===== src/rtl/lsu_pkg.sv =====
// lsu_pkg: shared size encodings, FSM state enum and lane/extension helpers for the load/store unit
package lsu_pkg;
  localparam logic [1:0] SIZE_B = 2'd0;
  localparam logic [1:0] SIZE_H = 2'd1;
  localparam logic [1:0] SIZE_W = 2'd2;
  typedef enum logic [1:0] {ST_IDLE, ST_ISSUE, ST_WAIT, ST_RESP} state_e;
  function automatic logic misaligned(input logic [1:0] size, input logic [1:0] off);
    return size == SIZE_W ? |off : size == SIZE_H ? off[0] : size == 2'd3;
  endfunction
  function automatic logic [3:0] lane_mask(input logic [1:0] size, input logic [1:0] off);
    return size == SIZE_B ? 4'b0001 << off : size == SIZE_H ? 4'b0011 << off : 4'hF;
  endfunction
  function automatic logic [31:0] lane_wdata(input logic [1:0] size, input logic [1:0] off, input logic [31:0] d);
    return size == SIZE_B ? {24'b0, d[7:0]} << {off, 3'b000} :
           size == SIZE_H ? {16'b0, d[15:0]} << {off, 3'b000} : d;
  endfunction
  function automatic logic [31:0] load_extend(input logic [1:0] size, input logic [1:0] off, input logic uns, input logic [31:0] word);
    logic [31:0] s;
    s = word >> {off, 3'b000};
    return size == SIZE_B ? {{24{~uns & s[7]}}, s[7:0]} :
           size == SIZE_H ? {{16{~uns & s[15]}}, s[15:0]} : s;
  endfunction
endpackage


===== src/rtl/lsu_mem_master_if.sv =====
// lsu_mem_master_if: core req/resp channels plus RAM port; master = load/store unit, slave = core and RAM side
interface lsu_mem_master_if;
  logic        req_valid;
  logic        req_ready;
  logic        req_write;
  logic [31:0] req_addr;
  logic [31:0] req_wdata;
  logic [1:0]  req_size;
  logic        req_unsigned;
  logic        resp_valid;
  logic        resp_ready;
  logic [31:0] resp_data;
  logic        resp_err;
  logic        mem_valid;
  logic        mem_write_enable;
  logic [31:0] mem_write_addr;
  logic [31:0] mem_write_data;
  logic [3:0]  mem_write_mask;
  logic [31:0] mem_read_addr;
  logic [31:0] mem_read_data;
  modport master (
    input  req_valid, req_write, req_addr, req_wdata, req_size, req_unsigned, resp_ready, mem_read_data,
    output req_ready, resp_valid, resp_data, resp_err,
           mem_valid, mem_write_enable, mem_write_addr, mem_write_data, mem_write_mask, mem_read_addr
  );
  modport slave (
    output req_valid, req_write, req_addr, req_wdata, req_size, req_unsigned, resp_ready, mem_read_data,
    input  req_ready, resp_valid, resp_data, resp_err,
           mem_valid, mem_write_enable, mem_write_addr, mem_write_data, mem_write_mask, mem_read_addr
  );
endinterface


===== src/rtl/lsu_load_align.sv =====
// lsu_load_align: shifts a RAM word down to the access lane and sign/zero-extends it (size_i, off_i, unsigned_i, word_i -> data_o)
module lsu_load_align import lsu_pkg::*; (
  input  logic [1:0]  size_i,
  input  logic [1:0]  off_i,
  input  logic        unsigned_i,
  input  logic [31:0] word_i,
  output logic [31:0] data_o
);
  assign data_o = load_extend(size_i, off_i, unsigned_i, word_i);
endmodule


===== src/rtl/lsu_mem_master.sv =====
// lsu_mem_master: single-outstanding load/store initiator; clock/reset plus bus (core req/resp channels, word-aligned RAM port)
module lsu_mem_master import lsu_pkg::*; #(
  parameter int unsigned MEM_LATENCY = 1
) (
  input  logic clock,
  input  logic reset,
  lsu_mem_master_if.master bus
);
  localparam logic [1:0] IDLE  = ST_IDLE;
  localparam logic [1:0] ISSUE = ST_ISSUE;
  localparam logic [1:0] WAIT  = ST_WAIT;
  localparam logic [1:0] RESP  = ST_RESP;
  logic [1:0]  state_q, state_d;
  logic [2:0]  cnt_q, cnt_d;
  logic [31:0] addr_q, wdata_q, resp_data_q, resp_data_d, load_data;
  logic [1:0]  size_q;
  logic        write_q, uns_q, resp_valid_q, resp_valid_d, resp_err_q, resp_err_d;
  logic        acc, bad, iss, st;
  assign acc = bus.req_valid && bus.req_ready;
  assign bad = misaligned(bus.req_size, bus.req_addr[1:0]);
  assign iss = state_q == ISSUE;
  assign st  = iss && write_q;
  assign bus.req_ready        = state_q == IDLE && !reset;
  assign bus.resp_valid       = resp_valid_q;
  assign bus.resp_data        = resp_data_q;
  assign bus.resp_err         = resp_err_q;
  assign bus.mem_valid        = iss;
  assign bus.mem_write_enable = st;
  assign bus.mem_write_addr   = iss ? {addr_q[31:2], 2'b00} : '0;
  assign bus.mem_read_addr    = bus.mem_write_addr;
  assign bus.mem_write_data   = st ? lane_wdata(size_q, addr_q[1:0], wdata_q) : '0;
  assign bus.mem_write_mask   = st ? lane_mask(size_q, addr_q[1:0]) : '0;
  lsu_load_align u_align (
    .size_i     (size_q),
    .off_i      (addr_q[1:0]),
    .unsigned_i (uns_q),
    .word_i     (bus.mem_read_data),
    .data_o     (load_data)
  );
  always_comb begin
    state_d      = state_q;
    cnt_d        = cnt_q;
    resp_valid_d = resp_valid_q;
    resp_err_d   = resp_err_q;
    resp_data_d  = resp_data_q;
    if (state_q == IDLE && acc) begin
      state_d      = bad ? RESP : ISSUE;
      resp_valid_d = bad;
      resp_err_d   = bad;
      resp_data_d  = '0;
    end else if (state_q == ISSUE) begin
      state_d = WAIT;
      cnt_d   = 3'(MEM_LATENCY - 1);
    end else if (state_q == WAIT) begin
      cnt_d = cnt_q - 3'd1;
      if (cnt_q == 3'd0) begin
        state_d      = RESP;
        resp_valid_d = 1'b1;
        resp_err_d   = 1'b0;
        resp_data_d  = write_q ? '0 : load_data;
      end
    end else if (state_q == RESP && bus.resp_ready) begin
      state_d      = IDLE;
      resp_valid_d = 1'b0;
      resp_err_d   = 1'b0;
      resp_data_d  = '0;
    end
  end
  always_ff @(posedge clock) begin
    if (reset) begin
      state_q      <= IDLE;
      cnt_q        <= '0;
      addr_q       <= '0;
      wdata_q      <= '0;
      size_q       <= '0;
      write_q      <= 1'b0;
      uns_q        <= 1'b0;
      resp_valid_q <= 1'b0;
      resp_err_q   <= 1'b0;
      resp_data_q  <= '0;
    end else begin
      state_q      <= state_d;
      cnt_q        <= cnt_d;
      resp_valid_q <= resp_valid_d;
      resp_err_q   <= resp_err_d;
      resp_data_q  <= resp_data_d;
      if (acc) begin
        addr_q  <= bus.req_addr;
        wdata_q <= bus.req_wdata;
        size_q  <= bus.req_size;
        write_q <= bus.req_write;
        uns_q   <= bus.req_unsigned;
      end
    end
  end
endmodule


===== src/flat_wrapper.sv =====
// flat-port wrapper written by rule: the top's interface ports become plain ports
module lsu_mem_master_flat import lsu_pkg::*;
#(
  parameter int unsigned MEM_LATENCY = 1
)
  (clock, reset, bus_req_valid, bus_req_write, bus_req_addr, bus_req_wdata, bus_req_size, bus_req_unsigned, bus_resp_ready, bus_mem_read_data, bus_req_ready, bus_resp_valid, bus_resp_data, bus_resp_err, bus_mem_valid, bus_mem_write_enable, bus_mem_write_addr, bus_mem_write_data, bus_mem_write_mask, bus_mem_read_addr);
  lsu_mem_master_if bus_i ();
  input  logic clock;
  input  logic reset;
  input wire logic [$bits(bus_i.req_valid)-1:0] bus_req_valid;
  input wire logic [$bits(bus_i.req_write)-1:0] bus_req_write;
  input wire logic [$bits(bus_i.req_addr)-1:0] bus_req_addr;
  input wire logic [$bits(bus_i.req_wdata)-1:0] bus_req_wdata;
  input wire logic [$bits(bus_i.req_size)-1:0] bus_req_size;
  input wire logic [$bits(bus_i.req_unsigned)-1:0] bus_req_unsigned;
  input wire logic [$bits(bus_i.resp_ready)-1:0] bus_resp_ready;
  input wire logic [$bits(bus_i.mem_read_data)-1:0] bus_mem_read_data;
  output wire logic [$bits(bus_i.req_ready)-1:0] bus_req_ready;
  output wire logic [$bits(bus_i.resp_valid)-1:0] bus_resp_valid;
  output wire logic [$bits(bus_i.resp_data)-1:0] bus_resp_data;
  output wire logic [$bits(bus_i.resp_err)-1:0] bus_resp_err;
  output wire logic [$bits(bus_i.mem_valid)-1:0] bus_mem_valid;
  output wire logic [$bits(bus_i.mem_write_enable)-1:0] bus_mem_write_enable;
  output wire logic [$bits(bus_i.mem_write_addr)-1:0] bus_mem_write_addr;
  output wire logic [$bits(bus_i.mem_write_data)-1:0] bus_mem_write_data;
  output wire logic [$bits(bus_i.mem_write_mask)-1:0] bus_mem_write_mask;
  output wire logic [$bits(bus_i.mem_read_addr)-1:0] bus_mem_read_addr;
  assign bus_i.req_valid = bus_req_valid;
  assign bus_i.req_write = bus_req_write;
  assign bus_i.req_addr = bus_req_addr;
  assign bus_i.req_wdata = bus_req_wdata;
  assign bus_i.req_size = bus_req_size;
  assign bus_i.req_unsigned = bus_req_unsigned;
  assign bus_i.resp_ready = bus_resp_ready;
  assign bus_i.mem_read_data = bus_mem_read_data;
  assign bus_req_ready = bus_i.req_ready;
  assign bus_resp_valid = bus_i.resp_valid;
  assign bus_resp_data = bus_i.resp_data;
  assign bus_resp_err = bus_i.resp_err;
  assign bus_mem_valid = bus_i.mem_valid;
  assign bus_mem_write_enable = bus_i.mem_write_enable;
  assign bus_mem_write_addr = bus_i.mem_write_addr;
  assign bus_mem_write_data = bus_i.mem_write_data;
  assign bus_mem_write_mask = bus_i.mem_write_mask;
  assign bus_mem_read_addr = bus_i.mem_read_addr;
  lsu_mem_master #(.MEM_LATENCY(MEM_LATENCY)) u_core (.clock(clock), .reset(reset), .bus(bus_i));
endmodule

===== config.mk =====
export PLATFORM = sky130hd
export DESIGN_NAME = lsu_mem_master_flat
export DESIGN_NICKNAME = d
export VERILOG_FILES = /design/src/rtl/lsu_pkg.sv /design/src/rtl/lsu_mem_master_if.sv /design/src/rtl/lsu_load_align.sv /design/src/rtl/lsu_mem_master.sv /design/src/flat_wrapper.sv
export SDC_FILE = /design/constraint.sdc
export NUM_CORES = 1
export LEC_CHECK = 0
export CAP_MARGIN = 20
export CORE_MARGIN = 2
export CORE_UTILIZATION = 33
export CTS_BUF_LIST = sky130_fd_sc_hd__clkbuf_2
export DETAILED_ROUTE_END_ITERATION = 10
export PLACE_DENSITY_LB_ADDON = 0.1
export REMOVE_ABC_BUFFERS = 1
export SETUP_SLACK_MARGIN = 0.4
export SKIP_CTS_REPAIR_TIMING = 1
export SLEW_MARGIN = 20
export SYNTH_ARGS = -nofsm -noshare
export SYNTH_HDL_FRONTEND = slang
export SYNTH_HIERARCHICAL = 1
export SYNTH_SLANG_ARGS = --single-unit

===== constraint.sdc =====
create_clock -name clock -period 2.75 [get_ports clock]
set_input_delay 0.6875 -clock clock [delete_from_list [all_inputs] [get_ports clock]]
set_output_delay 0.6875 -clock clock [all_outputs]
set_load 0.02 [all_outputs]

==> results.json <==
{
  "detail_route.drc_violations": 0,
  "grtUsageTotal_pct": 19.1,
  "crit_path_max_incr_delay_ps": 440,
  "yosysWarnings": 6,
  "via_count_of_the_first_global_routing_pass": 5616,
  "final_max_slew_viol_count": 0,
  "synth_cells": 799,
  "finalNetCount": 1113,
  "cts_inserted_buffers": 9,
  "drv_cap": 0,
  "report.power.total_mw": 6.11,
  "initialDrtViolationCount": 279,
  "critical_path_cell_with_the_highest_stage_delay": "sky130_fd_sc_hd__dfxtp_4",
  "postRouteAntennaNets": 0,
  "worstPathRequired_ps": 2060,
  "chipWidth_um": 140,
  "dieHeight_um": 140,
  "worst_path_maximum_fanout": 6,
  "synth.area.mux_share_pct": 3.81,
  "critPathBufInv": 3,
  "clock_sinks": 107,
  "routed-via-count": 6061,
  "area_growth_syn_to_layout_pct": 48.9,
  "dp.final_hpwl_um": 13500,
  "routed-wl-met3_um": 1370,
  "global_route.overflow_total": 0,
  "port_buffers": 236,
  "layout_commonest_cell": "sky130_fd_sc_hd__nand2_1",
  "boundaryPins": 241,
  "outcome": "completed",
  "overall_routed_net_length_um": 20300,
  "antenna_found_initial": 1,
  "core_footprint_um2": 18000,
  "route.detailed.wl_per_inst_um": 16.4,
  "holdCritPathClass": "reg2reg",
  "worst_ep_arrival_time_ps": 1940,
  "initial_core_util_pct": 33.9,
  "routability_congestion_estimate_from_global_placement": 0.770,
  "static_leakage_nw": 3.76,
  "setup_viol": 0,
  "synth_top_flop_cell": "sky130_fd_sc_hd__dfxtp_1",
  "synth_cell_type_count": 47,
  "ir_drop_uv": 321,
  "post_synth_xor_area_fraction_pct": 0.144,
  "synth-simple-area-share_pct": 35.2,
  "critPathCaptureType": "output pin",
  "count_of_flip_flops_with_a_built_in_enable_after_synthesis": 0,
  "post_synth_design_cell_area_um2": 6100,
  "grt_max_degree": 76,
  "power-per-cell-area_nw_per_um2": 673,
  "cts-root-to-sink-buffers": 2,
  "fmaxAchievable_ghz": 0.380,
  "rsz_0062_raised_after_global_routing": "true",
  "clock_period_minus_worst_slack_ps": 2630,
  "critPathTopFamily": "flip-flops",
  "cts-root-buf": "sky130_fd_sc_hd__clkbuf_2",
  "detailedPlace.worstSlack_ps": 194,
  "routed.top_layer": "met4",
  "post_synth.cell_area_avg_um2": 7.64,
  "cts_tree": "yes",
  "firstDrtPassIters": 4,
  "worst_setup_hold_path_clk_slew_ps": 290,
  "async_flop_share_pct": 0,
  "clk_latency_ps": 620,
  "final_hold_viol_count": 0,
  "grt_pass1_wl_um": 30400,
  "floorplan.die_area_um2": 19600,
  "detail_route.wirelength.met1_um": 8940,
  "postLayoutSetupSlackWorst_ps": 121,
  "wl_met2_um": 9810,
  "vias_per_cell": 4.92,
  "max_slew.worst_pin.slew_ps": 672,
  "max_slew_margin_pct": 55.2,
  "crit_chain": "inv_6 -> and3_4 -> buf_12 -> a221oi_4 -> nor3_2 -> buf_4",
  "synth-compound-area-share_pct": 13.4,
  "synth-seq-cells": 107,
  "yosys.area_share.adder_pct": 2.46,
  "main_combinational_cell_family_by_area_after_synthesis": "simple AND/OR/NAND/NOR gates",
  "final_cell_mix": "191 x sky130_fd_sc_hd__nand2_1, 136 x sky130_fd_sc_hd__clkdlybuf4s50_1, 101 x sky130_fd_sc_hd__dfxtp_1, 67 x sky130_fd_sc_hd__nand3b_1",
  "ys_seq_area_share_pct": 35.1,
  "floorplan.rows": 49,
  "criticalPathCategory": "reg2out",
  "timing.final.crit_share_pct": 95.6,
  "critical_path.startpoint_type": "register",
  "finClkSkew_ps": 21.4,
  "cts_max_level": 3,
  "post_route_cells_drive_above_1_share_pct": 25.5
}
cells by family (layout without fill, tap and decap cells):
family	after synthesis	after routing
flip-flops	107	107
multiplexers	22	22
other	1	5
XOR/XNOR	1	1
buffers and inverters	104	304
adder cells (fa/ha/maj)	12	12
AND/OR/NAND/NOR	426	426
AO/OA/AOI/OAI	126	126
Yosys cell counts, types with 2 or more instances:
cell	count	area share [%]
sky130_fd_sc_hd__nand2_1	192	12
sky130_fd_sc_hd__dfxtp_1	107	35
sky130_fd_sc_hd__nand3b_1	67	8.2
sky130_fd_sc_hd__a21oi_1	55	4.5
sky130_fd_sc_hd__nor2_1	46	2.8
sky130_fd_sc_hd__and2_1	39	4.0
sky130_fd_sc_hd__buf_4	34	4.2
sky130_fd_sc_hd__nand3_1	32	2.6
sky130_fd_sc_hd__buf_2	27	2.2
sky130_fd_sc_hd__clkbuf_1	27	1.7
sky130_fd_sc_hd__mux2i_1	21	3.4
sky130_fd_sc_hd__nor2b_1	20	2.1
sky130_fd_sc_hd__a22oi_1	16	2.0
sky130_fd_sc_hd__a211oi_1	12	1.5
sky130_fd_sc_hd__ha_1	12	2.5
sky130_fd_sc_hd__nor3_1	11	0.90
sky130_fd_sc_hd__o21ai_0	9	0.74
sky130_fd_sc_hd__o21ai_1	9	0.74
sky130_fd_sc_hd__a221oi_1	8	1.1
sky130_fd_sc_hd__inv_1	7	0.43
sky130_fd_sc_hd__buf_6	6	1.1
sky130_fd_sc_hd__o21ai_2	6	0.86
sky130_fd_sc_hd__nand2_2	5	0.51
sky130_fd_sc_hd__nand2b_1	4	0.41
sky130_fd_sc_hd__a311oi_1	2	0.29
sky130_fd_sc_hd__buf_1	2	0.12
sky130_fd_sc_hd__nor3_2	2	0.33
sky130_fd_sc_hd__o31ai_1	2	0.25
flip-flops by register name, indices dropped and copies added (netlist names), 2 cells and up:
name	cells
u_core/wdata_q	32
u_core/bus.resp_data	32
u_core/size_q	2
u_core/state_q	2
u_core/cnt_q	3
u_core/addr_q	32
through the flow:
| stage | area, µm² | cells | setup TNS (ps) | hold slack, ps | utilization [%] |
|---|---|---|---|---|---|
| after floorplan | 5550 | 706 | -11210 | 444 | - |
| after global placement | 8390 | 1197 | 0 | 440 | 46.6 |
| after detailed placement | 8390 | 1197 | 0 | 444 | 46.6 |
| after CTS | 8500 | 1213 | -48760 | 472 | 47.2 |
| after global routing | 9080 | 1231 | -83.5 | 461 | 50.4 |
| final | 9080 | 1232 | 0 | 468 | 50.4 |
area by class of cell:
type	count	area, µm²
fillers	1847	8940
diodes	1	2.50
clock inverters	7	67.6
flip-flops and latches	107	2160
well taps	229	287
repair buffers	280	2740
inverters	8	37.5
multi-input cells	591	3750
clock buffers	9	45.0
power by group:
part           internal (mW)  switching, mW
registers               1.84          0.264
logic                   1.43           1.80
clock network          0.206          0.568
path summary, 6_finish.rpt:
path,startpoint,cells past startpoint,end,slack [ps]
max reg2reg,u_core/state_q[1],9,u_core/bus.resp_data[3],710
min,u_core/bus.resp_data[21],2,u_core/bus.resp_data[21],470
max,u_core/addr_q[1],6,bus_mem_write_data[18],120
min reg2reg,u_core/bus.resp_data[21],2,u_core/bus.resp_data[21],470
per-layer routing:
metal,vias to the layer above,global-route usage [%]
met5,-,0
met4,0,2.68
met3,10,6.12
met2,172,31.5
met1,2837,25.2
li1,3042,-
worst register-to-register path, cell delays in order, from the launching register on:
cell and delay [ps]:
sky130_fd_sc_hd__dfxtp_4 440, sky130_fd_sc_hd__inv_4 50, sky130_fd_sc_hd__ha_4 180, sky130_fd_sc_hd__buf_12 140, sky130_fd_sc_hd__buf_6 140, sky130_fd_sc_hd__buf_4 140, sky130_fd_sc_hd__buf_4 150, sky130_fd_sc_hd__o21ba_4 470
sky130_fd_sc_hd__nand3_1 150, sky130_fd_sc_hd__a21oi_1 150
No activity file was read; power rests on OpenSTA's default activity.
